## src/rtl/imem_loader_pkg.sv

```systemverilog
// Shared types and sizing for the instruction-memory byte loader.
package imem_loader_pkg;
    localparam int ADDR_WIDTH = 12;
    localparam int DATA_WIDTH = 8;
    localparam int MAX_LEN    = 1 << ADDR_WIDTH;

    typedef enum logic [1:0] {
        ST_IDLE = 2'd0,
        ST_LOAD = 2'd1,
        ST_RUN  = 2'd2
    } state_t;
endpackage

```

## src/rtl/imem_loader_if.sv

```systemverilog
// Byte stream in, byte-wide instruction-memory write port out.
interface imem_loader_if #(
    parameter int ADDR_WIDTH = imem_loader_pkg::ADDR_WIDTH,
    parameter int DATA_WIDTH = imem_loader_pkg::DATA_WIDTH
);
    logic                  in_valid;
    logic [DATA_WIDTH-1:0] in_data;
    logic                  in_ready;
    logic                  mem_we;
    logic [ADDR_WIDTH-1:0] mem_addr;
    logic [DATA_WIDTH-1:0] mem_wd;

    // master: stream source / memory observer; slave: the loader
    modport master (
        output in_valid, in_data,
        input  in_ready, mem_we, mem_addr, mem_wd
    );
    modport slave (
        input  in_valid, in_data,
        output in_ready, mem_we, mem_addr, mem_wd
    );
endinterface

```

## src/rtl/imem_loader.sv

```systemverilog
// Streams len bytes into instruction memory at addresses 0..len-1 while
// stalling the CPU; releases the CPU (RUN) once the image is complete.
module imem_loader #(
    parameter int ADDR_WIDTH = imem_loader_pkg::ADDR_WIDTH,
    parameter int DATA_WIDTH = imem_loader_pkg::DATA_WIDTH
) (
    input  logic                  i_clk,
    input  logic                  i_rst,
    input  logic                  i_start,
    input  logic [ADDR_WIDTH:0]   i_len,
    input  logic                  i_abort,
    imem_loader_if.slave          bus,
    output logic                  o_cpu_stall,
    output logic                  o_done,
    output logic [ADDR_WIDTH:0]   o_byte_cnt,
    output logic [DATA_WIDTH-1:0] o_checksum
);
    import imem_loader_pkg::*;

    localparam logic [ADDR_WIDTH:0] L_MAX_LEN = {1'b1, {ADDR_WIDTH{1'b0}}};
    localparam logic [ADDR_WIDTH:0] L_ONE     = {{ADDR_WIDTH{1'b0}}, 1'b1};

    state_t                r_state;
    logic [ADDR_WIDTH:0]   r_len;
    logic [ADDR_WIDTH:0]   r_byte_cnt;
    logic [DATA_WIDTH-1:0] r_checksum;
    logic                  r_done;

    logic                  w_load;
    logic                  w_accept;
    logic                  w_last;
    logic [ADDR_WIDTH:0]   w_len_sat;

    assign w_load    = (r_state == ST_LOAD);
    assign w_accept  = bus.in_valid & w_load & ~i_abort;
    assign w_last    = (r_byte_cnt == (r_len - L_ONE));
    // Clamping to the memory size keeps the write address from wrapping.
    assign w_len_sat = (i_len > L_MAX_LEN) ? L_MAX_LEN : i_len;

    assign bus.in_ready = w_load;
    assign bus.mem_we   = w_accept;
    assign bus.mem_addr = r_byte_cnt[ADDR_WIDTH-1:0];
    assign bus.mem_wd   = bus.in_data;

    assign o_cpu_stall = (r_state != ST_RUN);
    assign o_done      = r_done;
    assign o_byte_cnt  = r_byte_cnt;
    assign o_checksum  = r_checksum;

    always_ff @(posedge i_clk) begin
        if (i_rst) begin
            r_state    <= ST_IDLE;
            r_len      <= '0;
            r_byte_cnt <= '0;
            r_checksum <= '0;
            r_done     <= 1'b0;
        end else begin
            r_done <= 1'b0;
            case (r_state)
                ST_IDLE, ST_RUN: begin
                    if (i_start) begin
                        r_len      <= w_len_sat;
                        r_byte_cnt <= '0;
                        r_checksum <= '0;
                        if (w_len_sat == '0) begin
                            r_state <= ST_RUN;
                            r_done  <= 1'b1;
                        end else begin
                            r_state <= ST_LOAD;
                        end
                    end
                end
                ST_LOAD: begin
                    // Abort wins over a byte presented in the same cycle.
                    if (i_abort) begin
                        r_state <= ST_IDLE;
                    end else if (bus.in_valid) begin
                        r_byte_cnt <= r_byte_cnt + L_ONE;
                        r_checksum <= r_checksum + bus.in_data;
                        if (w_last) begin
                            r_state <= ST_RUN;
                            r_done  <= 1'b1;
                        end
                    end
                end
                default: r_state <= ST_IDLE;
            endcase
        end
    end
endmodule

```

## src/flat_wrapper.sv

```systemverilog
// flat-port wrapper written by rule: the top's interface ports become plain ports
module imem_loader_flat import imem_loader_pkg::*;
#(
    parameter int ADDR_WIDTH = imem_loader_pkg::ADDR_WIDTH,
    parameter int DATA_WIDTH = imem_loader_pkg::DATA_WIDTH
)
  (i_clk, i_rst, i_start, i_len, i_abort, o_cpu_stall, o_done, o_byte_cnt, o_checksum, bus_in_valid, bus_in_data, bus_in_ready, bus_mem_we, bus_mem_addr, bus_mem_wd);
  imem_loader_if #(.ADDR_WIDTH(ADDR_WIDTH), .DATA_WIDTH(DATA_WIDTH)) bus_i ();
  input  logic i_clk;
  input  logic i_rst;
  input  logic i_start;
  input  logic [ADDR_WIDTH:0] i_len;
  input  logic i_abort;
  output logic o_cpu_stall;
  output logic o_done;
  output logic [ADDR_WIDTH:0] o_byte_cnt;
  output logic [DATA_WIDTH-1:0] o_checksum;
  input wire logic [$bits(bus_i.in_valid)-1:0] bus_in_valid;
  input wire logic [$bits(bus_i.in_data)-1:0] bus_in_data;
  output wire logic [$bits(bus_i.in_ready)-1:0] bus_in_ready;
  output wire logic [$bits(bus_i.mem_we)-1:0] bus_mem_we;
  output wire logic [$bits(bus_i.mem_addr)-1:0] bus_mem_addr;
  output wire logic [$bits(bus_i.mem_wd)-1:0] bus_mem_wd;
  assign bus_i.in_valid = bus_in_valid;
  assign bus_i.in_data = bus_in_data;
  assign bus_in_ready = bus_i.in_ready;
  assign bus_mem_we = bus_i.mem_we;
  assign bus_mem_addr = bus_i.mem_addr;
  assign bus_mem_wd = bus_i.mem_wd;
  imem_loader #(.ADDR_WIDTH(ADDR_WIDTH), .DATA_WIDTH(DATA_WIDTH)) u_core (.i_clk(i_clk), .i_rst(i_rst), .i_start(i_start), .i_len(i_len), .i_abort(i_abort), .bus(bus_i), .o_cpu_stall(o_cpu_stall), .o_done(o_done), .o_byte_cnt(o_byte_cnt), .o_checksum(o_checksum));
endmodule
```

## config.mk

```make
export PLATFORM = sky130hd
export DESIGN_NAME = imem_loader_flat
export DESIGN_NICKNAME = d
export VERILOG_FILES = /design/src/rtl/imem_loader_pkg.sv /design/src/rtl/imem_loader_if.sv /design/src/rtl/imem_loader.sv /design/src/flat_wrapper.sv
export SDC_FILE = /design/constraint.sdc
export NUM_CORES = 1
export LEC_CHECK = 0
export CORE_MARGIN = 2
export CORE_UTILIZATION = 45
export DETAILED_ROUTE_END_ITERATION = 10
export PLACE_DENSITY_LB_ADDON = 0.25
export SETUP_SLACK_MARGIN = 0.4
export SLEW_MARGIN = 20
export SYNTH_ARGS = -nofsm -noshare
export SYNTH_HDL_FRONTEND = slang
export SYNTH_SLANG_ARGS = --single-unit
```

## constraint.sdc

```tcl
create_clock -name i_clk -period 2.4 [get_ports i_clk]
set_clock_uncertainty 0.2 [all_clocks]
set_input_delay 0.36 -clock i_clk [delete_from_list [all_inputs] [get_ports i_clk]]
set_output_delay 0.36 -clock i_clk [all_outputs]
set_load 0.03 [all_outputs]
```

==> metrics list <==
* Top cell type's share of synthesized area: 31.2%
* Final Setup Violations: 0
* Worst vdd ir: 0.216 mV
* Gr ovfl total: 0
- TritonCTS clock tree: yes
- Wirelength per Cell: 15.6 µm
- Cell occurring most often along the worst timing path: buf_4
- After the first detailed-routing iteration, the DRC count stood at 117.
- Switching power total: 0.437 mW
- In the final layout, the share of cells above drive strength 1 is 24.5%.
- Clock latency on the worst-skew pair, taken at its later pin, is 0.29 ns.
* Switching share of total power: 29.9%
* Final hold violations: 0
* Critical-path top delay cell: nor4_4
* DIE HEIGHT: 76.6 µm
- Max-cap violations in this run came to 0.
- Slew at the pin closest to its max-slew limit: 0.518 ns
* Initial Utilization: 46.4%
- The tree built by TritonCTS fans out to 37 sinks.
- Syn_area_per_cell: 8.38 µm²
- Max Fclk: 0.457 GHz
* Crit path buf inv count: 2
- The first TritonRoute pass finished after 4 iterations.
- Core Util, Final: 69.8%
* Final Power: 1.46 mW
* Result of the run: finished, final reports clean
- For the worst flop-to-flop path, the logic depth is 8.
* Leading area contributor after synthesis: dfxtp_1
* HPWL after DPL: 4500 µm
- The number of clock buffers added by TritonCTS is 5.
- Maximum number of pins on one net before global-route repair: 14
- In this design, the largest share of critical-path delay is due to simple AND/OR/NAND/NOR gates.
- The first global-routing pass estimated 10,300 µm of wire.
* Share of total power in sequential cells: 44.3%
* Place WS: -0.216 ns
- PnR worst setup slack: 0.214 ns
* Net count reported at finish: 402
- Number of diodes: 0
- In this run the worst hold path is classified as primary input to flop.
- For this run, the number of Yosys warnings is 0.
- STA classifies the critical path endpoint as a flop.
- Global placer's final weighted congestion: 0.884
- The final number of max-transition violations came to 0.
- Worst R2R Setup Slack: 0.21 ns
* Worst R2R Start: u_core.r_len[5]
- The initial antenna violation count is 0.
- Distinct cell type count after synthesis: 52
* Maximum net fanout on the critical path: 4
* Number of cell rows: 26
- Die width: 76.6 µm
- Crit Path Category: flop to flop
* RR Endpoint: u_core.r_state[0]
* Cell with the most instances after synthesis: dfxtp_1
- Synthesized netlist net count: 319
- Data arrives at the worst endpoint at 2.18 ns.
- The H-tree generated during clock tree synthesis spans 2 levels.
- Dominant cells by area after synthesis: dfxtp_1 (31%), xor2_1 (7.8%), buf_4 (6.3%)
- Of the total power, combinational logic draws 26.5%.
- Setup repair after global routing missed its margin: yes
- Area added between synthesis and finish: 50.3%
* Overall track demand over capacity in global routing: 21.9%
- By count the netlist is led by dfxtp_1 (37), nor2_1 (25), nand2_1 (24), xor2_1 (21), buf_4 (20).
- Hold path start: i_abort
* Largest stage delay on the critical path: 0.38 ns
* Sequential element share of the synthesized area: 31.2%
- Power spread over the standard cell area amounts to 411 nW/µm².
* Port bufs: 70
- Worst Hold Slack: 0.272 ns
- The most used flip-flop cell after synthesis is dfxtp_1.
- Number of nets with antenna violations after routing: 0
* Core region area: 5110 µm²
* Share of power burned in the clock network: 29.1%
* Number of top-level pins: 71
* Vias in the first global route: 2,208
* Internal: 1.03 mW
- For this design the static power due to leakage is 1.56 nW.
* CTS Root Buffer Type: clkbuf_8
- In this run, synthesis produced a sequential element count of 37.
* Portion of the clock cycle consumed by the worst path in the final layout: 91.1%
- The worst setup path is launched from a flop.
* Data required, critical path: 2.39 ns
- After clock tree synthesis, the clock-pin slew on the worst setup and hold paths is 0.07 ns.
* CTS max path bufs: 2
- Routed wire length: 6810 µm
* Number of enable-type register cells in the synthesized netlist: 0
- Via-to-Cell Ratio: 5.44
* Ordered list of cells on the worst path: nor4_4 -> buf_4 -> buf_4 -> nand2_4 -> xnor2_2 -> a21oi_1 -> nand4b_1 -> o21a_1
* Tmin final: 2.19 ns
* Share of synthesized registers carrying an async set or reset: 0%
- The final route contains 2,378 vias.
* Number of cells traversed by the worst hold path: 4
- Gate count of the mapped netlist: 283
- Total standard cell area after synthesis: 2370 µm²
- Endpoint of the worst hold-timing path: u_core.o_done
* Die area: 5870 µm²
- Slew Limit Headroom: 65.5%
- In the routed design, unresolved DRC markers number 0.
power by group through the flow:
| stage | registers, mW | clock network, mW | logic (mW) |
|---|---|---|---|
| floorplan | 0.660 | 0 | 0.194 |
| global placement | 0.662 | 0 | 0.305 |
| detailed placement | 0.662 | 0 | 0.311 |
| CTS | 0.649 | 0.428 | 0.338 |
| global route | 0.650 | 0.465 | 0.420 |
| finish | 0.649 | 0.426 | 0.388 |
cells in the final DEF (no fill, tap or decap), drive strengths merged, types with 7 or more instances in the layout:
cell,netlist,routed
a21oi,18,18
a22o,10,10
buf,26,40
clkbuf,7,9
clkdlybuf4s50,0,28
dfxtp,37,37
dlygate4sd2,0,34
ha,9,9
nand2,26,26
nand3,15,15
nor2,25,25
nor3,9,9
nor4,7,7
o21ai,8,8
xnor2,13,13
xor2,21,21
sequential cells by signal (all words and copies together) (netlist names):
name,flops
u_core.o_byte_cnt,13
u_core.o_checksum,8
u_core.o_done,1
u_core.r_len,13
u_core.r_state,2
final cells by class:
cell class                 count  area, µm²
clock buffer                   8       80.1
fill                         419       1540
inverter                       6       22.5
multi-input combinational    207       1630
sequential                    37        762
tap                           70       87.6
timing repair buffer         109        978
worst max-delay path by stage:
stage | start | to | slack, ns | depth (start not counted)
finish | u_core.r_len[5] | u_core.r_state[0] | 0.21 | 8
floorplan | u_core.o_checksum[0] | u_core.o_checksum[6] | 0.38 | 8
CTS | u_core.r_len[0] | u_core.r_state[0] | 0.28 | 7
detailed placement | bus_in_data[1] | u_core.o_checksum[7] | -0.22 | 8
global route | u_core.r_len[5] | u_core.r_state[0] | 0.09 | 6
global placement | bus_in_data[1] | u_core.o_checksum[7] | -0.12 | 8
logic make-up after synthesis:
kind of cell               after synthesis  synth area share [%]
and+or+nand+nor                        104                  23.0
xor gates and xnor gates                34                  12.6
adders and majority gates               10                  5.59
muxes                                    2                 0.897
DFF                                     37                  31.2
AOI/OAI and AO/OA                       57                  16.8
buffers and inverters                   39                  9.87
what timing repair did:
item,CTS,global route
setup buffers,10,7
hold buffers,0,0
cloned,0,1
resized for setup,51,37
pin swaps,14,22
setup endpoints to repair,41,23
routing by layer:
| layer | global-route usage, % | share of wire [%] | vias up |
|---|---|---|---|
| li1 | - | - | 1156 |
| met3 | 5.21 | 5.9 | 18 |
| met4 | 8.00 | 2.8 | 0 |
| met1 | 25.4 | 40 | 1124 |
| met5 | 0 | 0 | - |
| met2 | 38.9 | 51 | 80 |
per-stage QoR:
stage	area (µm²)	setup TNS (ns)	cells
floorplan	2390	0	283
global placement	3130	-0.210	411
detailed placement	3130	-0.359	411
CTS	3330	0	429
global route	3560	0	437
finish	3560	0	437
tightest hold or removal path, stage by stage:
cell	delay [ns]
dlymetal6s2s_1	0.13
nor2b_1	0.08
nand3_1	0.07
o32ai_1	0.07
Power figures use the tool's default switching activity.
